## config.mk

```make
export PLATFORM = sky130hd
export DESIGN_NAME = ccff_chain_loader
export DESIGN_NICKNAME = d
export VERILOG_FILES = /design/src/rtl/ccff_loader_pkg.sv /design/src/rtl/ccff_word_serializer.sv /design/src/rtl/ccff_chain_loader.sv
export SDC_FILE = /design/constraint.sdc
export NUM_CORES = 1
export LEC_CHECK = 0
export ABC_AREA = 1
export CAP_MARGIN = 20
export CORE_UTILIZATION = 40
export DETAILED_ROUTE_END_ITERATION = 7
export SYNTH_ARGS = -nofsm -noshare
export SYNTH_HDL_FRONTEND = slang
export SYNTH_SLANG_ARGS = --single-unit
```

## constraint.sdc

```tcl
create_clock -name prog_clk -period 2.9 [get_ports prog_clk]
set_clock_uncertainty 0.2 [all_clocks]
set_input_delay 0.58 -clock prog_clk [delete_from_list [all_inputs] [get_ports prog_clk]]
set_output_delay 0.58 -clock prog_clk [all_outputs]
set_load 0.03 [all_outputs]
```

## src/rtl/ccff_loader_pkg.sv

```systemverilog
// Shared FSM state type and pass sizing for the ccff chain loader.
// A pass is rounded up to whole words; surplus low-order bits of the last word are dropped.
package ccff_loader_pkg;

  typedef enum logic [1:0] {
    IDLE,
    SHIFT,
    VERIFY,
    DONE
  } state_e;

  function automatic int words_per_pass(input int chain_len, input int word_w);
    return (chain_len + word_w - 1) / word_w;
  endfunction

endpackage

```

## src/rtl/ccff_word_serializer.sv

```systemverilog
// Word register + MSB-first shifter; next bit is visible combinationally on bit_dat_o.
// Ready is raised while the last bit of the held word drains, so words chain with no bubble.
module ccff_word_serializer
  import ccff_loader_pkg::*;
#(
  parameter int CHAIN_LEN = 21,
  parameter int WORD_W    = 8
) (
  input  logic              clk_i,
  input  logic              rst_i,
  input  logic              clear_i,
  input  logic              pass_start_i,
  input  logic              active_i,
  input  logic [WORD_W-1:0] cfg_data_i,
  input  logic              cfg_valid_i,
  output logic              cfg_ready_o,
  output logic              bit_vld_o,
  output logic              bit_dat_o
);

  localparam int WPP       = words_per_pass(CHAIN_LEN, WORD_W);
  localparam int WL_W      = $clog2(WPP + 1);
  localparam int BL_W      = $clog2(WORD_W + 1);
  localparam int LAST_BITS = CHAIN_LEN - (WPP - 1) * WORD_W;

  logic [WORD_W-1:0] word_q, word_d;
  logic [BL_W-1:0]   bits_left_q, bits_left_d;
  logic [WL_W-1:0]   words_left_q, words_left_d;
  logic              accept;

  assign cfg_ready_o = active_i && (words_left_q != '0) && (bits_left_q <= BL_W'(1));
  assign accept      = cfg_valid_i && cfg_ready_o;
  assign bit_vld_o   = (bits_left_q != '0);
  assign bit_dat_o   = word_q[WORD_W-1];

  always_comb begin
    word_d       = word_q;
    bits_left_d  = bits_left_q;
    words_left_d = words_left_q;
    if (bit_vld_o) begin
      word_d      = word_q << 1;
      bits_left_d = bits_left_q - BL_W'(1);
    end
    // A new word can land on the same edge the final bit of the old one leaves.
    if (accept) begin
      word_d       = cfg_data_i;
      bits_left_d  = (words_left_q == WL_W'(1)) ? BL_W'(LAST_BITS) : BL_W'(WORD_W);
      words_left_d = words_left_q - WL_W'(1);
    end
    if (clear_i) begin
      bits_left_d  = '0;
      words_left_d = '0;
    end else if (pass_start_i) begin
      bits_left_d  = '0;
      words_left_d = WL_W'(WPP);
    end
  end

  always_ff @(posedge clk_i or posedge rst_i) begin
    if (rst_i) begin
      word_q       <= '0;
      bits_left_q  <= '0;
      words_left_q <= '0;
    end else begin
      word_q       <= word_d;
      bits_left_q  <= bits_left_d;
      words_left_q <= words_left_d;
    end
  end

endmodule

```

## src/rtl/ccff_chain_loader.sv

```systemverilog
// Loads a tile's ccff scan chain bit-serially, with an optional read-back verify pass.
// Word accepted at edge t drives its MSB on ccff_head (clk_en=1) after edge t+1; starved cycles freeze the chain.
module ccff_chain_loader
  import ccff_loader_pkg::*;
#(
  parameter int  CHAIN_LEN = 21,
  parameter int  WORD_W    = 8,
  localparam int CNT_W     = $clog2(CHAIN_LEN + 1)
) (
  input  logic              prog_clk,
  input  logic              prog_reset,
  input  logic              start,
  input  logic              verify_en,
  input  logic              abort,
  input  logic [WORD_W-1:0] cfg_data,
  input  logic              cfg_valid,
  output logic              cfg_ready,
  output logic              ccff_head,
  output logic              ccff_clk_en,
  input  logic              ccff_tail,
  output logic              busy,
  output logic              done,
  output logic              error,
  output logic [CNT_W-1:0]  err_bit_idx
);

  state_e           state_q, state_d;
  logic [CNT_W-1:0] cnt_q, cnt_d;
  logic [CNT_W-1:0] err_idx_q, err_idx_d;
  logic             verify_q, verify_d;
  logic             head_q, head_d;
  logic             clk_en_q, clk_en_d;
  logic             err_q, err_d;
  logic             pass_start, clear, active, last_bit;
  logic             ser_vld, ser_dat;

  assign active   = (state_q == SHIFT) || (state_q == VERIFY);
  assign clear    = abort && (state_q != IDLE);
  assign last_bit = clk_en_q && (cnt_q == CNT_W'(CHAIN_LEN - 1));

  ccff_word_serializer #(
    .CHAIN_LEN(CHAIN_LEN),
    .WORD_W   (WORD_W)
  ) u_ser (
    .clk_i       (prog_clk),
    .rst_i       (prog_reset),
    .clear_i     (clear),
    .pass_start_i(pass_start),
    .active_i    (active),
    .cfg_data_i  (cfg_data),
    .cfg_valid_i (cfg_valid),
    .cfg_ready_o (cfg_ready),
    .bit_vld_o   (ser_vld),
    .bit_dat_o   (ser_dat)
  );

  always_comb begin
    state_d    = state_q;
    cnt_d      = cnt_q;
    verify_d   = verify_q;
    head_d     = head_q;
    clk_en_d   = 1'b0;
    err_d      = err_q;
    err_idx_d  = err_idx_q;
    pass_start = 1'b0;
    case (state_q)
      IDLE: begin
        if (start && !abort) begin
          state_d    = SHIFT;
          verify_d   = verify_en;
          cnt_d      = '0;
          err_d      = 1'b0;
          err_idx_d  = '0;
          pass_start = 1'b1;
        end
      end
      SHIFT, VERIFY: begin
        if (ser_vld) begin
          head_d   = ser_dat;
          clk_en_d = 1'b1;
        end
        // cnt_q is the shift-order index of the bit currently on ccff_head.
        if (clk_en_q) begin
          cnt_d = cnt_q + CNT_W'(1);
          if ((state_q == VERIFY) && (ccff_tail != head_q) && !err_q) begin
            err_d     = 1'b1;
            err_idx_d = cnt_q;
          end
        end
        if (last_bit) begin
          cnt_d = '0;
          if ((state_q == SHIFT) && verify_q) begin
            state_d    = VERIFY;
            pass_start = 1'b1;
          end else begin
            state_d = DONE;
          end
        end
      end
      DONE:    state_d = IDLE;
      default: state_d = IDLE;
    endcase
    if (clear) begin
      state_d    = IDLE;
      cnt_d      = '0;
      head_d     = 1'b0;
      clk_en_d   = 1'b0;
      err_d      = err_q;
      err_idx_d  = err_idx_q;
      pass_start = 1'b0;
    end
  end

  always_ff @(posedge prog_clk or posedge prog_reset) begin
    if (prog_reset) begin
      state_q   <= IDLE;
      cnt_q     <= '0;
      verify_q  <= 1'b0;
      head_q    <= 1'b0;
      clk_en_q  <= 1'b0;
      err_q     <= 1'b0;
      err_idx_q <= '0;
    end else begin
      state_q   <= state_d;
      cnt_q     <= cnt_d;
      verify_q  <= verify_d;
      head_q    <= head_d;
      clk_en_q  <= clk_en_d;
      err_q     <= err_d;
      err_idx_q <= err_idx_d;
    end
  end

  assign ccff_head   = head_q;
  assign ccff_clk_en = clk_en_q;
  assign busy        = (state_q != IDLE);
  assign done        = (state_q == DONE);
  assign error       = err_q;
  assign err_bit_idx = err_idx_q;

endmodule
```

# Word level (Yosys, flattened, before mapping)
# Cells that the tools add are included.
# classes
n_addsub	3
n_bitwise	1
magnitude_cmp	1
n_mux	38
reduce_logical	29
n_eq_ne	12
# op_table
op	n
$mux 5	6
$mux 4	5
$pmux 5 s2	2
$mux 8	2
$mux 1	14
$mux 2	6
$reduce_bool 2->1	6
$logic_and 1x1->1	9
$reduce_bool 4->1	2
$ne 2x2->1 const B	3
$ne 3x3->1 const B	2
$pmux 2 s3	1
$reduce_and 2->1	3
$reduce_bool 3->1	2
$add 5x1->5 const B	1
$eq 5x5->1 const B	1
$reduce_and 5->1	1
$eq 2x1->1 const B	2
$eq 2x2->1 const B	2
$le 4x1->1 const B	1
$ne 4x4->1 const B	1
$pmux 1 s2	2
$sub 4x1->4 const B	1
$reduce_and 3->1	1
7 further kinds	8
# totals
out_inout_bits	11
word_cells	94
input_bits	15
reg_bits	30

# Longest topological paths before layout
# logic_depth
word_depth	8
depth_mapped	11
depth_no_buf	10

# Hierarchy
# Synthesis repeated with hierarchy kept, for this count alone.
# hier_totals
hier_cells	239
area_unflattened_um2	1835.5
# by_module_without_submodules
mod	cells_each	seq_area_each_um2	n_inst	area_each_um2
ccff_chain_loader	133	400.4	1	997.2
ccff_word_serializer	106	350.3	1	838.3

# Worst setup path before layout
# OpenSTA, ideal clock, no wires.
# synth_path
path_type	register to output
from	register state_q[0]
to	output port cfg_ready
path_buffers	0
setup_slack_ps	976
arrival_ps	1144
stages_incl_launch_ff	7
required_time_ps	2120
cell_sequence	dfrtp_1 > inv_1 > ha_1 > nand2_1 > nor2_1 > nand2_1 > inv_1
# synth_via
elab_chain_len	4
word_cells_on_any_way	5
classes_between	2 x eq/ne; 3 x reduce/logical
# synth_lines
item	line	source
start: declaration	ccff_chain_loader.sv:27	state_e state_q, state_d;
start signal: assignment	ccff_chain_loader.sv:124	state_q <= state_d;
$eq 2x1->1 / $eq 2x2->1 (equally long branches)	ccff_chain_loader.sv:37	assign active = (state_q == SHIFT) || (state_q == VERIFY);
$logic_or 1x1->1 (*)	ccff_chain_loader.sv:37	
via active	ccff_chain_loader.sv:34	logic pass_start, clear, active, last_bit;
$logic_and 1x1->1 (*) (2 in a row)	ccff_word_serializer.sv:31	assign cfg_ready_o = active_i && (words_left_q != '0) && (bits_left_q <= BL_W'(1));
end: declaration	ccff_chain_loader.sv:17	output logic cfg_ready,
# Mark *: on every way through the listed nets, which the timed path passes. The rest lies on a longest branch.

# Worst setup path after layout
# layout_path
from	register state_q[0]
to	output port busy
# layout_via
elab_chain_len	1
# layout_lines
item	line	source
$reduce_bool 2->1	ccff_chain_loader.sv:136	assign busy = (state_q != IDLE);
end: declaration	ccff_chain_loader.sv:21	output logic busy,
# No other way between the ends.

==> reports/results.txt <==
Result of the run - finished, final reports clean
Tightest Pin Transition - 579.3 ps
Tcrit/Tclk final - 88.95%
Length of the first detailed-routing pass in iterations - 4
R2r setup slk - 740 ps
Number of placement rows - 23
TritonCTS clock tree - yes
Max-cap violation count - 0
Final HPWL from detailed placement - 2583 um
Clock insertion delay at the later pin of the skew report - 280 ps
First-pass GRT wire length - 6141 um
Mean routed wirelength per cell - 11.92 um
Pin count of the biggest net entering global routing - 31
Maximum VDD drop - 0.5371 mV
Share of layout cells above drive strength 1 - 18.55%
Cell type with the largest total area after synthesis - sky130_fd_sc_hd__dfrtp_1
Number of fillers in the final layout - 448
Number of remaining DRC errors - 0
Least setup slack across all paths after layout - 320.4 ps
Core region area - 4144 um^2
Area taken by multi-input logic gates - 872.1 um^2
Number of global-route vias before repair - 1,398
Required time at the worst-slack endpoint - 2120 ps
IO Pins - 26
Shortest clock period the worst path allows after layout - 2580 ps
CP peak stage delay - 670 ps
Gates resized, CTS repair - 0
Final total negative setup slack - 0 ps
Maximum clock path buffer count - 2
Mean Syn Cell Area - 8.199 um^2
Internal power - 1.266 mW
DIE WIDTH - 68.70 um
Area growth, synth to finish - 21.66%
Final WL - 3551 um
Overall die height - 68.70 um
Share of total power in the clock network - 14.9%
Number of inserted diodes - 0
Final count of negative-setup-slack endpoints - 0
Hold buffer count at CTS - 0
Via count of the routed design - 1,418
Switching part of the total power - 47.17%
Sequential-to-total area share from yosys stat - 42.19%
CTS HTree Levels - 2
Number of clock sinks seen by CTS - 30
Number of DRC markers in iteration 0 - 78
Count of endpoints failing hold in the final timing report - 0
Root Buffer - sky130_fd_sc_hd__clkbuf_8
Die area - 4719 um^2
Area occupied by registers - 750.7 um^2
Worst slack, placed - 390.0 ps
Antenna violations before repair - 0
FF+latch count, synth - 30
Data arrival time at the worst-slack endpoint - 1800 ps
Highest net fanout along the worst path - 4
Total global routing track utilization - 18.08%
Critical Path Slowest Stage Cell - sky130_fd_sc_hd__clkdlybuf4s50_1
Total congestion overflow - 0
Number of pins with negative max-slew slack in the final report - 0
NumNets Final - 273
Synth cell types - 31
Setup repair after global routing missed its margin - no
Setup CP Type - flop to output port
Post-CTS Setup Bufs - 0
Via density - 4.758
Worst max-slew margin expressed relative to the limit - 61.17%
Leakage power total - 1.066 nW
Count of buffers inserted at the top-level ports - 25
Ranking of synthesized cells by area - sky130_fd_sc_hd__dfrtp_1 42%, sky130_fd_sc_hd__nand2_1 11%, sky130_fd_sc_hd__ha_1 7.7%
Nature of the critical path endpoint - output port
Ys Warns - 0
Hold Crit Class - flop to flop
Upper clock frequency limit - 387.7 MHz
Synth Cell Area - 1779 um^2
Remaining number of nets flagged by the antenna check after routing - 0
Power Density - 1107 nW/um^2
Syn nets - 243
Portion of total power attributed to sequential cells - 28.9%
Chain of cells forming the critical path - inv_1 -> ha_1 -> inv_2 -> clkdlybuf4s50_1
Net switching power - 1.130 mW
Clock-pin slew of the registers on the worst-case setup and hold paths - 70 ps
Cell count after synthesis - 217
Total CTS buffers - 5
Fraction of power consumed by combinational cells - 56.2%
Synth top area share - 42.19%
GP Congestion - 0.7583
Element type at the critical path start - flop
Initial core utilization - 42.93%
metrics by stage:
step / instances / power, mW / area [um^2] / util [%] / hold WS [ps]
finish: 298 / 2.396 / 2165 / 52.23 / 284.8
global route: 298 / 2.642 / 2165 / 52.23 / 310.3
CTS: 298 / 2.426 / 2162 / 52.17 / 288.5
detailed placement: 290 / 2.055 / 2067 / 49.88 / 269.7
global placement: 290 / 2.045 / 2067 / 49.88 / 265.8
floorplan: 217 / 1.767 / 1779 / - / 249.3
registers in the layout (all words and copies together), names as in the netlist:
register            count
cnt_q                   5
u_ser.bits_left_q       4
state_q                 2
error                   1
ccff_clk_en             1
ccff_head               1
err_bit_idx             5
u_ser.word_q            8
u_ser.words_left_q      2
verify_q                1
metal layers:
metal	vias up	wire length, um	GRT usage [%]
li1	751	-	-
met1	642	1860	24.49
met4	0	15	4.592
met2	23	1530	26.96
met3	2	144	6.908
met5	-	0	0
synthesized netlist by cell type, drive strengths merged:
cell,count
buf,4
a21oi,5
mux2,1
dfrtp,30
or2,1
a22o,1
nand3,15
o22ai,1
inv,31
nor2,19
o21ai,19
nand4,6
xnor2,2
o211ai,1
o31ai,1
nor3,4
and3,1
ha,11
nand2,64
cells by family (layout without fill, tap and decap cells):
family | Yosys count | in the layout | share of synthesized area (%)
fa+ha+maj | 11 | 11 | 7.735
simple gates | 110 | 110 | 29.75
mux | 1 | 1 | 0.6329
compound gates | 28 | 28 | 9.916
buf+inv | 35 | 66 | 8.790
flops | 30 | 30 | 42.19
xor+xnor | 2 | 2 | 0.9847
power groups by stage:
stage / sequential [mW] / combinational, mW / clock, mW
after floorplan: 0.740 / 1.03 / 0
after detailed placement: 0.696 / 1.36 / 0
after global placement: 0.691 / 1.35 / 0
after global routing: 0.715 / 1.54 / 0.388
after CTS: 0.691 / 1.37 / 0.368
final: 0.693 / 1.35 / 0.357
final cells by class:
type | instances | area share (%)
clock inverters | 2 | 0.5780
flip-flops and latches | 30 | 34.68
repair buffers | 27 | 12.37
multi-input cells | 152 | 40.29
inverters | 31 | 5.376
well taps | 50 | 2.890
clock buffers | 6 | 3.815
worst paths after layout:
kind	to	from	cells after the start
min reg2reg	err_bit_idx[4]	err_bit_idx[4]	2
min in group asynchronous	u_ser.word_q[6]	prog_reset	3
max in group asynchronous	u_ser.bits_left_q[1]	prog_reset	3
min	err_bit_idx[4]	err_bit_idx[4]	2
max	busy	state_q[0]	4
max reg2reg	cnt_q[4]	state_q[0]	9
worst max-delay path: cells and delay by family, from the launching register on:
family / cells / cell delay, ps
fa+ha+maj: 1 / 280
buf+inv: 3 / 840
flops: 1 / 390
layout by cell type, fill, tap and decap left out, types with 4 or more instances in the layout:
| master | synthesis | routed |
|---|---|---|
| sky130_fd_sc_hd__a21oi_1 | 4 | 4 |
| sky130_fd_sc_hd__clkbuf_8 | 0 | 6 |
| sky130_fd_sc_hd__clkdlybuf4s50_1 | 0 | 24 |
| sky130_fd_sc_hd__dfrtp_1 | 30 | 30 |
| sky130_fd_sc_hd__ha_1 | 11 | 11 |
| sky130_fd_sc_hd__inv_1 | 22 | 22 |
| sky130_fd_sc_hd__inv_2 | 9 | 9 |
| sky130_fd_sc_hd__nand2_1 | 53 | 53 |
| sky130_fd_sc_hd__nand2_2 | 9 | 9 |
| sky130_fd_sc_hd__nand3_1 | 13 | 13 |
| sky130_fd_sc_hd__nand4_1 | 6 | 6 |
| sky130_fd_sc_hd__nor2_1 | 15 | 15 |
| sky130_fd_sc_hd__o21ai_0 | 9 | 9 |
| sky130_fd_sc_hd__o21ai_1 | 4 | 4 |
| sky130_fd_sc_hd__o21ai_2 | 6 | 6 |
(Power assumes the default switching activity.)
